<file path="config.mk">
export PLATFORM = sky130hd
export DESIGN_NAME = inert_serf
export DESIGN_NICKNAME = d
export VERILOG_FILES = /design/src/rtl/inert_serf.sv
export SDC_FILE = /design/constraint.sdc
export NUM_CORES = 1
export LEC_CHECK = 0
export ABC_CLOCK_PERIOD_IN_PS = 3670
export BUFFER_PORTS_ARGS = -buffer_cell sky130_fd_sc_hd__buf_2
export CAP_MARGIN = 30
export CORE_UTILIZATION = 54
export DETAILED_ROUTE_END_ITERATION = 16
export PLACE_DENSITY = 0.79
export SLEW_MARGIN = 20
export SYNTH_ARGS = -nofsm -noshare
export SYNTH_HDL_FRONTEND = slang
export SYNTH_SLANG_ARGS = --single-unit
</file>
<file path="constraint.sdc">
create_clock -name clk -period 3.67 [get_ports clk]
set_clock_uncertainty 0.05 [all_clocks]
set_input_delay 0.367 -clock clk [delete_from_list [all_inputs] [get_ports clk]]
set_output_delay 0.367 -clock clk [all_outputs]
set_load 0.01 [all_outputs]
</file>
<file path="src/rtl/inert_serf.sv">
// SPI responder standing in for the inertial sensor: 16-bit frames, small register file,
// periodic sampling of pitch/roll/yaw with a level data-ready interrupt.
module inert_serf #(
   parameter int         SAMPLE_PERIOD = 50000,
   parameter logic [7:0] WHO_AM_I_VAL  = 8'h6A
) (
   input  logic        clk,
   input  logic        rst,
   input  logic        SS_n,
   input  logic        SCLK,
   input  logic        MOSI,
   output logic        MISO,
   output logic        INT,
   input  logic [15:0] ptch_src,
   input  logic [15:0] roll_src,
   input  logic [15:0] yaw_src
);

   // state  | meaning
   // IDLE   | no frame; free ticks latch samples directly
   // ADDR   | counting the first 8 SCLK rises (R/W + address)
   // DATA   | shifting read data out on SCLK falls
   // COMMIT | one cycle: apply write / INT clear / pending sample
   typedef enum logic [1:0] {
      S_IDLE   = 2'd0,
      S_ADDR   = 2'd1,
      S_DATA   = 2'd2,
      S_COMMIT = 2'd3
   } state_t;

   localparam logic [6:0]  A_INT1   = 7'h0D;
   localparam logic [6:0]  A_WHO    = 7'h0F;
   localparam logic [6:0]  A_CTRL1  = 7'h10;
   localparam logic [6:0]  A_CTRL2  = 7'h11;
   localparam logic [6:0]  A_PTCH_L = 7'h22;
   localparam logic [6:0]  A_PTCH_H = 7'h23;
   localparam logic [6:0]  A_ROLL_L = 7'h24;
   localparam logic [6:0]  A_ROLL_H = 7'h25;
   localparam logic [6:0]  A_YAW_L  = 7'h26;
   localparam logic [6:0]  A_YAW_H  = 7'h27;
   localparam logic [15:0] SMP_LAST = 16'(SAMPLE_PERIOD - 1);

   logic ss_s1_q, ss_s2_q, ss_d3_q;
   logic sclk_s1_q, sclk_s2_q, sclk_d3_q;
   logic mosi_s1_q, mosi_s2_q, mosi_d3_q;
   logic [1:0] fill_q;

   always_ff @(posedge clk or posedge rst) begin
      if (rst) begin
         ss_s1_q   <= 1'b1;
         ss_s2_q   <= 1'b1;
         ss_d3_q   <= 1'b1;
         sclk_s1_q <= 1'b1;
         sclk_s2_q <= 1'b1;
         sclk_d3_q <= 1'b1;
         mosi_s1_q <= 1'b0;
         mosi_s2_q <= 1'b0;
         mosi_d3_q <= 1'b0;
         fill_q    <= 2'd0;
      end else begin
         ss_s1_q   <= SS_n;
         ss_s2_q   <= ss_s1_q;
         ss_d3_q   <= ss_s2_q;
         sclk_s1_q <= SCLK;
         sclk_s2_q <= sclk_s1_q;
         sclk_d3_q <= sclk_s2_q;
         mosi_s1_q <= MOSI;
         mosi_s2_q <= mosi_s1_q;
         mosi_d3_q <= mosi_s2_q;
         if (fill_q != 2'd3) fill_q <= fill_q + 2'd1;
      end
   end

   // A select already low at reset release only looks like a fall until the
   // synchroniser has filled from the pin; ignore it so that frame is skipped.
   logic ss_fall, ss_rise, sclk_rise, sclk_fall;
   assign ss_fall   = (fill_q == 2'd3) & ss_d3_q & ~ss_s2_q;
   assign ss_rise   = ss_s2_q & ~ss_d3_q;
   assign sclk_rise = sclk_s2_q & ~sclk_d3_q;
   assign sclk_fall = ~sclk_s2_q & sclk_d3_q;

   state_t state_q, state_d;
   logic [4:0]  cnt_q, cnt_d;
   logic [15:0] shift_q, shift_d;
   logic        rw_q, rw_d;
   logic [7:0]  tx_q, tx_d;
   logic        miso_q, miso_d;
   logic [7:0]  int1_q, int1_d, ctrl1_q, ctrl1_d, ctrl2_q, ctrl2_d;
   logic [15:0] ptch_q, ptch_d, roll_q, roll_d, yaw_q, yaw_d;
   logic [15:0] smp_q, smp_d;
   logic        int_q, int_d, pend_q, pend_d;

   always_ff @(posedge clk or posedge rst) begin
      if (rst) state_q <= S_IDLE;
      else     state_q <= state_d;
   end

   always_comb begin
      state_d = state_q;
      unique case (state_q)
         S_IDLE:   if (ss_fall) state_d = S_ADDR;
         S_ADDR: begin
            if (ss_rise)                              state_d = S_IDLE;
            else if (sclk_rise && cnt_q == 5'd7)      state_d = S_DATA;
         end
         S_DATA:   if (ss_rise) state_d = (cnt_q == 5'd16) ? S_COMMIT : S_IDLE;
         S_COMMIT: state_d = S_IDLE;
         default:  state_d = S_IDLE;
      endcase
   end

   logic frame_start, snap, shift_en, tx_shift, do_commit, in_idle;
   always_comb begin
      frame_start = 1'b0;
      snap        = 1'b0;
      shift_en    = 1'b0;
      tx_shift    = 1'b0;
      do_commit   = 1'b0;
      in_idle     = 1'b0;
      unique case (state_q)
         S_IDLE: begin
            in_idle     = 1'b1;
            frame_start = ss_fall;
         end
         S_ADDR: begin
            shift_en = sclk_rise;
            snap     = sclk_rise && (cnt_q == 5'd7);
         end
         S_DATA: begin
            shift_en = sclk_rise;
            tx_shift = sclk_fall;
         end
         S_COMMIT: do_commit = 1'b1;
         default: ;
      endcase
   end

   // At the 8th rise the address is the 6 bits already shifted plus the bit arriving now.
   logic [6:0] rd_addr;
   logic [7:0] rd_data;
   assign rd_addr = {shift_q[5:0], mosi_d3_q};

   always_comb begin
      rd_data = 8'h00;
      unique case (rd_addr)
         A_INT1:   rd_data = int1_q;
         A_WHO:    rd_data = WHO_AM_I_VAL;
         A_CTRL1:  rd_data = ctrl1_q;
         A_CTRL2:  rd_data = ctrl2_q;
         A_PTCH_L: rd_data = ptch_q[7:0];
         A_PTCH_H: rd_data = ptch_q[15:8];
         A_ROLL_L: rd_data = roll_q[7:0];
         A_ROLL_H: rd_data = roll_q[15:8];
         A_YAW_L:  rd_data = yaw_q[7:0];
         A_YAW_H:  rd_data = yaw_q[15:8];
         default:  rd_data = 8'h00;
      endcase
   end

   logic       tick, apply, wr_en, int_clr;
   logic [6:0] wr_addr;
   assign tick    = int1_q[1] && (smp_q == SMP_LAST);
   assign apply   = (in_idle | do_commit) & (tick | pend_q);
   assign wr_addr = shift_q[14:8];
   assign wr_en   = do_commit & ~shift_q[15];
   assign int_clr = do_commit & shift_q[15] & (wr_addr == A_YAW_H);

   always_comb begin
      cnt_d   = cnt_q;
      shift_d = shift_q;
      rw_d    = rw_q;
      tx_d    = tx_q;
      miso_d  = miso_q;
      int1_d  = int1_q;
      ctrl1_d = ctrl1_q;
      ctrl2_d = ctrl2_q;
      ptch_d  = ptch_q;
      roll_d  = roll_q;
      yaw_d   = yaw_q;
      smp_d   = smp_q;
      int_d   = int_q;
      pend_d  = pend_q;

      if (frame_start)                        cnt_d = 5'd0;
      else if (shift_en && cnt_q != 5'd31)    cnt_d = cnt_q + 5'd1;
      if (shift_en) shift_d = {shift_q[14:0], mosi_d3_q};

      if (snap) begin
         rw_d = shift_q[6];
         tx_d = rd_data;
      end else if (tx_shift) begin
         tx_d = {tx_q[6:0], 1'b0};
      end
      if (state_q != S_DATA) miso_d = 1'b0;
      else if (tx_shift)     miso_d = rw_q & tx_q[7];

      if (wr_en) begin
         unique case (wr_addr)
            A_INT1:  int1_d  = shift_q[7:0];
            A_CTRL1: ctrl1_d = shift_q[7:0];
            A_CTRL2: ctrl2_d = shift_q[7:0];
            default: ;
         endcase
      end

      if (!int1_q[1]) smp_d = 16'd0;
      else if (tick)  smp_d = 16'd0;
      else            smp_d = smp_q + 16'd1;

      if (apply) begin
         ptch_d = ptch_src;
         roll_d = roll_src;
         yaw_d  = yaw_src;
         pend_d = 1'b0;
      end else if (tick) begin
         pend_d = 1'b1;
      end

      if (apply)        int_d = 1'b1;
      else if (int_clr) int_d = 1'b0;
   end

   always_ff @(posedge clk or posedge rst) begin
      if (rst) begin
         cnt_q   <= 5'd0;
         shift_q <= 16'd0;
         rw_q    <= 1'b0;
         tx_q    <= 8'd0;
         miso_q  <= 1'b0;
         int1_q  <= 8'd0;
         ctrl1_q <= 8'd0;
         ctrl2_q <= 8'd0;
         ptch_q  <= 16'd0;
         roll_q  <= 16'd0;
         yaw_q   <= 16'd0;
         smp_q   <= 16'd0;
         int_q   <= 1'b0;
         pend_q  <= 1'b0;
      end else begin
         cnt_q   <= cnt_d;
         shift_q <= shift_d;
         rw_q    <= rw_d;
         tx_q    <= tx_d;
         miso_q  <= miso_d;
         int1_q  <= int1_d;
         ctrl1_q <= ctrl1_d;
         ctrl2_q <= ctrl2_d;
         ptch_q  <= ptch_d;
         roll_q  <= roll_d;
         yaw_q   <= yaw_d;
         smp_q   <= smp_d;
         int_q   <= int_d;
         pend_q  <= pend_d;
      end
   end

   assign MISO = miso_q;
   assign INT  = int_q;

endmodule

</file>
==> results of run 1 <==
## final timing paths
| path | endpoint | slack (ns) |
|---|---|---|
| hold / removal | fill_q[1] | 0.09 |
| max in group asynchronous | MISO | 2.93 |
| min in group clk | ptch_q[9] | 0.13 |
| hold reg to reg | mosi_d3_q | 0.30 |
| setup reg to reg | tx_q[3] | 1.37 |
| setup / recovery | tx_q[3] | 1.37 |
## per-layer routing
metal | up-vias | part of all wire
li1 | 1933 | -
met2 | 126 | 0.50
met5 | - | 0
met3 | 31 | 0.049
met4 | 0 | 0.018
met1 | 2127 | 0.43
## cells in the final DEF, fill, tap and decap left out, drive strengths merged, types with 4 or more instances in the layout
| cell type | n |
|---|---|
| nor4b | 6 |
| nand2 | 23 |
| ha | 9 |
| nor3 | 6 |
| buf | 61 |
| dfrtp | 128 |
| inv | 10 |
| and3 | 6 |
| nor2 | 33 |
| nand4 | 10 |
| clkinvlp | 4 |
| a21oi | 8 |
| mux2i | 20 |
| dfstp | 6 |
| o22ai | 6 |
| mux2 | 98 |
| a211oi | 5 |
| clkbuf | 21 |
| nand3 | 17 |
| and2 | 4 |
| o21ai | 19 |
| xnor2 | 10 |
| a22oi | 5 |
| xor2 | 8 |
| nor2b | 6 |
## worst min-delay path, cell delays in order
cell and delay, ns:
buf_2 0.11, clkinvlp_4 0.07, buf_12 0.49
## power by group
part	internal (mW)	total [mW]	switching, mW
clock	1.09	1.70	0.611
sequential	1.55	1.72	0.170
combinational	0.192	0.417	0.225
total	2.83	3.84	1.01
## stage by stage
step,util,instances,total power [mW],instance area (um^2)
floorplan,-,503,2.03,6190
global placement,0.599,680,2.13,6580
detailed placement,0.599,680,2.15,6580
CTS,0.656,713,3.86,7200
global route,0.656,713,3.99,7200
finish,0.656,713,3.84,7200
## registers in the layout, summed over array words and instances, names as in the netlist, 5 cells and up
register and count:
yaw_q 16, ctrl1_q 8, shift_q 16, ptch_q 16
int1_q 8, ctrl2_q 8, tx_q 8, cnt_q 5
smp_q 16, roll_q 16
## cell families after synthesis
family                   synth area share
AO/OA/AOI/OAI                      0.0674
buffers and inverters              0.0261
AND/OR/NAND/NOR                     0.109
adder cells (fa/ha/maj)            0.0182
XOR/XNOR                           0.0255
flip-flops                          0.543
multiplexers                        0.211
## area by class of cell
type | count | area [um^2] | share of cell area
flip-flops and latches | 134 | 3360 | 0.467
multi-input cells | 334 | 2670 | 0.370
clock buffers | 21 | 460 | 0.0639
repair buffers | 64 | 365 | 0.0507
well taps | 140 | 175 | 0.0243
clock inverters | 9 | 128 | 0.0177
inverters | 11 | 45.0 | 0.00625
==> impl_metrics.env, run 1 <==
export IMPL_synth_warnings=0
export IMPL_p_leak_nw=3.44
export IMPL_grt_usage=0.242
export IMPL_cts_max_level=4
export IMPL_synth_seq_cells=134
export IMPL_worstPathRequired_ns=3.92
export IMPL_cts_resized=0
export IMPL_layout_drive_gt1_share=0.351
export IMPL_cts_made_buffers=17
export IMPL_num_io_pins=55
export IMPL_path_buf_inv=1
export IMPL_worst_slew_pin_slew_ns=0.737
export IMPL_synthCells=503
export IMPL_ys_types=55
export IMPL_start_util=0.563
export IMPL_worstHoldPathType="in -> async"
export IMPL_die_h_um=109
export IMPL_hpwl_um=8640
export IMPL_async_flop_share=1.00
export IMPL_synth_edf_count=0
export IMPL_die_w_um=109
export IMPL_path_clk_slew_ns=0.06
export IMPL_overflow=0
export IMPL_drt_pass1_iterations=5
export IMPL_clockRootBuffer="clkbuf_16"
export IMPL_top_usage_layer="met2"
export IMPL_slowest_delay_ns=0.59
export IMPL_grt_pass1_vias=4425
export IMPL_period_share=0.626
export IMPL_cts_hold_fix_buffers=3
export IMPL_antenna_found_initial=0
export IMPL_drc_errors=0
export IMPL_crit_slowest_cell="a211oi_1"
export IMPL_crit_fanout=16
export IMPL_globalplace_congestion=0.932
export IMPL_timing_rr_start="sclk_s2_q"
export IMPL_crit_chain="nor4b_1 -> nand4_1 -> buf_4 -> a211oi_1 -> a21oi_1 -> o21a_1"
export IMPL_rsz0062_at_grt="false"
export IMPL_n_antenna_cell=0
export IMPL_synthTopCellsByCount="dfrtp_1 (128), mux2_2 (98), nor2_1 (32)"
export IMPL_crit_path_end_kind="register"
export IMPL_maxCapViolations=0
export IMPL_rows=38
export IMPL_syn_cell_area_um2=6180
export IMPL_whs_ns=0.0923
export IMPL_grt_use_met1=0.306
export IMPL_critPathLaunch="sclk_s2_q"
export IMPL_ir_worst_vdd_v=0.000380
export IMPL_critical_path_cell_count=6
export IMPL_fill_cells=791
export IMPL_setup_viol=0
export IMPL_dieArea_um2=11900
export IMPL_num_vias=4217
export IMPL_drv_slew=0
export IMPL_use_met2=0.396
export IMPL_worst_slack_ns=1.37
export IMPL_critPathArrivalTime_ns=2.55
export IMPL_cts_setup_buffers=0
export IMPL_fin_crit_ns=2.30
export IMPL_postSynthAreaPerCell_um2=12.3
export IMPL_ys_flop_type="dfrtp_1"
export IMPL_met3_usage=0.0717
export IMPL_synth_nets=565
export IMPL_totalWireLength_um=12700
export IMPL_synth_most_common_cell="dfrtp_1"
export IMPL_nNetsFinal=624
export IMPL_yosysSeqAreaShare=0.543
export IMPL_relSlewSlack=0.502
export IMPL_hold_violations=0
export IMPL_power_density_nw_per_um2=533
export IMPL_tns_ns=0
export IMPL_dp_slack_ns=1.38
export IMPL_cts_sinks=134
export IMPL_postRouteAntennaNets=0
export IMPL_yosysTopAreaCellShare=0.518
export IMPL_coreArea_um2=11000
export IMPL_outcome="finished clean"
export IMPL_max_freq_mhz=435
export IMPL_area_growth_pct=16.4
export IMPL_wire_per_inst_um=17.8
export IMPL_synthTopCellsByArea="dfrtp_1 (52%), mux2_2 (18%), mux2i_1 (3.2%)"
export IMPL_crit_type="reg -> reg"
export IMPL_clk_latency_ns=0.41
export IMPL_critical_path_top_delay_family="compound AO/OA/AOI/OAI gates"
export IMPL_grt_pass1_wl_um=21600
export IMPL_port_buffers=54
export IMPL_synth_top_cell_by_area="dfrtp_1"
export IMPL_viasPerCell=5.91
export IMPL_grt_max_degree=135
export IMPL_reg2reg_depth=6
export IMPL_clock_path_buffers=2
export IMPL_tritoncts="built"
export IMPL_drt_iter0_drc=368
export IMPL_start_kind="register"
No activity file was read; power rests on OpenSTA's default activity.
==> run 2, diff against run 1 <==
--- a/config.mk
+++ b/config.mk
@@ -5,7 +5,7 @@
 export SDC_FILE = /design/constraint.sdc
 export NUM_CORES = 1
 export LEC_CHECK = 0
-export ABC_CLOCK_PERIOD_IN_PS = 3670
+export ABC_CLOCK_PERIOD_IN_PS = 2050
 export BUFFER_PORTS_ARGS = -buffer_cell sky130_fd_sc_hd__buf_2
 export CAP_MARGIN = 30
 export CORE_UTILIZATION = 54
==> constraint.sdc (replaced) <==
create_clock -name clk -period 2.05 [get_ports clk]
set_clock_uncertainty 0.05 [all_clocks]
set_input_delay 0.205 -clock clk [delete_from_list [all_inputs] [get_ports clk]]
set_output_delay 0.205 -clock clk [all_outputs]
set_load 0.01 [all_outputs]
==> run 2 against run 1 <==
Compared with the run above: the run now ends with setup timing left; clock-buffer cell count decreased by 2; combinational power rose to 3.0 times the previous value; critical path depth did not move; final cell count rose by 13%; clock power is 92% higher; non-clock buffer count rose by 90; sequential power rose by 69%; design area grew 16%; wire length rose by 40%; global-route usage grew 5.5 points; largest power group is now the clock network.
==> impl_metrics.env, run 2 (synthesis gave the netlist of run 1 again) <==
export IMPL_dr_wl_met2_um=9070
export IMPL_drv_slew=0
export IMPL_wl_met1_um=6460
export IMPL_clk_latency_ns=0.43
export IMPL_final_util=0.760
export IMPL_sw_frac_of_total=0.271
export IMPL_final_common_cell="dfrtp_1"
export IMPL_design_area_um2=8350
export IMPL_grt_usage=0.297
export IMPL_coreArea_um2=11000
export IMPL_rsz0062_at_grt="true"
export IMPL_critPathArrivalTime_ns=2.46
export IMPL_crit_slowest_cell="dfrtp_1"
export IMPL_crit_fanout=6
export IMPL_totalWireLength_um=17700
export IMPL_worstPathRequired_ns=2.34
export IMPL_clockRootBuffer="clkbuf_16"
export IMPL_port_buffers=54
export IMPL_relSlewSlack=0.615
export IMPL_antenna_found_initial=0
export IMPL_ir_worst_vdd_v=0.000781
export IMPL_grt_max_degree=38
export IMPL_layout_common_cells="dfrtp_1 (128), mux2_2 (72), buf_2 (54)"
export IMPL_fill_cells=570
export IMPL_path_clk_slew_ns=0.06
export IMPL_power_frac_seq=0.391
export IMPL_power_mw=7.44
export IMPL_hpwl_um=9030
export IMPL_critical_path_top_delay_family="simple AND/OR/NAND/NOR gates"
export IMPL_cts_made_buffers=17
export IMPL_dr_wl_met3_um=1270
export IMPL_worst_slew_pin_slew_ns=0.576
export IMPL_dieArea_um2=11900
export IMPL_cts_sinks=134
export IMPL_p_int_mw=5.42
export IMPL_num_io_pins=55
export IMPL_stdcell_count=805
export IMPL_start_util=0.563
export IMPL_combPwrFrac=0.169
export IMPL_start_kind="register"
export IMPL_drt_pass1_iterations=7
export IMPL_num_vias=5024
export IMPL_cts_max_level=4
export IMPL_grt_pass1_vias=5099
export IMPL_clock_path_buffers=2
export IMPL_fin_crit_ns=2.17
export IMPL_hold_violations=0
export IMPL_drc_errors=0
export IMPL_path_buf_inv=1
export IMPL_tritoncts="built"
export IMPL_setup_viol=54
export IMPL_place_area_um2=6910
export IMPL_slowest_delay_ns=0.43
export IMPL_drt_iter0_drc=544
export IMPL_p_leak_nw=3.97
export IMPL_n_antenna_cell=0
export IMPL_tns_ns=-3.64
export IMPL_multiInputGateArea_um2=2810
export IMPL_postRouteAntennaNets=0
export IMPL_topRoutingLayerUsed="met4"
export IMPL_crit_chain="buf_4 -> nor4b_2 -> and3_1 -> o21ai_0 -> o21a_1 -> a221oi_2"
export IMPL_power_density_nw_per_um2=891
export IMPL_switching_power_mw=2.02
export IMPL_grt_pass1_wl_um=25700
export IMPL_period_share=1.06
export IMPL_die_w_um=109
export IMPL_wire_per_inst_um=22.0
export IMPL_crit_type="reg -> reg"
export IMPL_seqCellArea_um2=3360
export IMPL_violations="setup timing"
export IMPL_nNetsFinal=714
export IMPL_globalplace_congestion=0.863
export IMPL_layout_drive_gt1_share=0.382
export IMPL_max_freq_mhz=460
export IMPL_worst_slack_ns=-0.123
export IMPL_clkPwrFrac=0.440
export IMPL_rows=38
export IMPL_worstHoldPathType="reg -> reg"
export IMPL_area_growth_pct=35.0
export IMPL_viasPerCell=6.24
export IMPL_overflow=0
export IMPL_maxCapViolations=0
export IMPL_die_h_um=109
export IMPL_outcome="finished with violations"
export IMPL_crit_path_end_kind="register"
export IMPL_dp_cells=713
run 2: changes by cell type in the layout (fill, tap and decap cells not counted), moves of 3 or more:
cell | previous run | this run
buf_12 | 1 | 8
buf_4 | 6 | 36
dlygate4sd3_1 | 3 | 52
mux2_2 | 98 | 72
mux2_4 | 0 | 26
nor4b_1 | 5 | 1
nor4b_2 | 1 | 4
run 2: final timing paths:
check,slack (ns),to,cells after the start,start
hold / removal,0.30,mosi_s2_q,0,mosi_s1_q
min in group asynchronous,0.33,state_q[0],3,rst
setup / recovery,-0.12,tx_q[5],6,shift_q[4]
max in group asynchronous,0.93,ss_s2_q,4,rst
setup reg to reg,-0.12,tx_q[5],6,shift_q[4]
hold reg to reg,0.30,mosi_s2_q,0,mosi_s1_q
run 2: worst register-to-register path, stage by stage (launching register included):
cell and delay [ns]:
dfrtp_1 0.43, buf_4 0.18, nor4b_2 0.37, and3_1 0.37, o21ai_0 0.25, o21a_1 0.19
a221oi_2 0.25
run 2: power groups by stage:
stage	clock network [mW]	logic (mW)	registers [mW]
2_1_floorplan	0	0.724	2.90
3_3_place_gp	0	1.06	2.94
3_5_place_dp	0	1.09	2.95
4_1_cts	3.25	1.17	2.91
5_1_grt	3.40	1.33	2.93
6_report	3.27	1.25	2.91
run 2: final cells by class:
class	instances	area share
clock inverters	13	0.0213
clock buffers	19	0.0542
flip-flops and latches	134	0.402
inverters	11	0.00539
repair buffers	154	0.159
well taps	140	0.0210
multi-input cells	334	0.337
run 2: what timing repair did:
action | in CTS | in global routing
gates cloned | 2 | 2
gates resized for setup | 4 | 33
endpoints found under the hold margin | 69 | 0
hold buffers | 52 | 0
endpoints found under the setup margin | 48 | 58
setup buffers | 2 | 2
pin swaps | 0 | 5
run 2: routing by layer:
metal,global-route usage,up-vias
li1,-,2104
met1,0.336,2529
met2,0.494,296
met3,0.0932,95
met4,0.174,0
met5,0,-
run 2: per-stage QoR:
| step | setup slack (ns) | hold WS [ns] |
|---|---|---|
| floorplan | 0.0237 | 0.159 |
| global placement | -0.0293 | 0.231 |
| detailed placement | -0.0517 | 0.237 |
| CTS | -0.0235 | 0.308 |
| global route | -0.238 | 0.311 |
| finish | -0.123 | 0.303 |
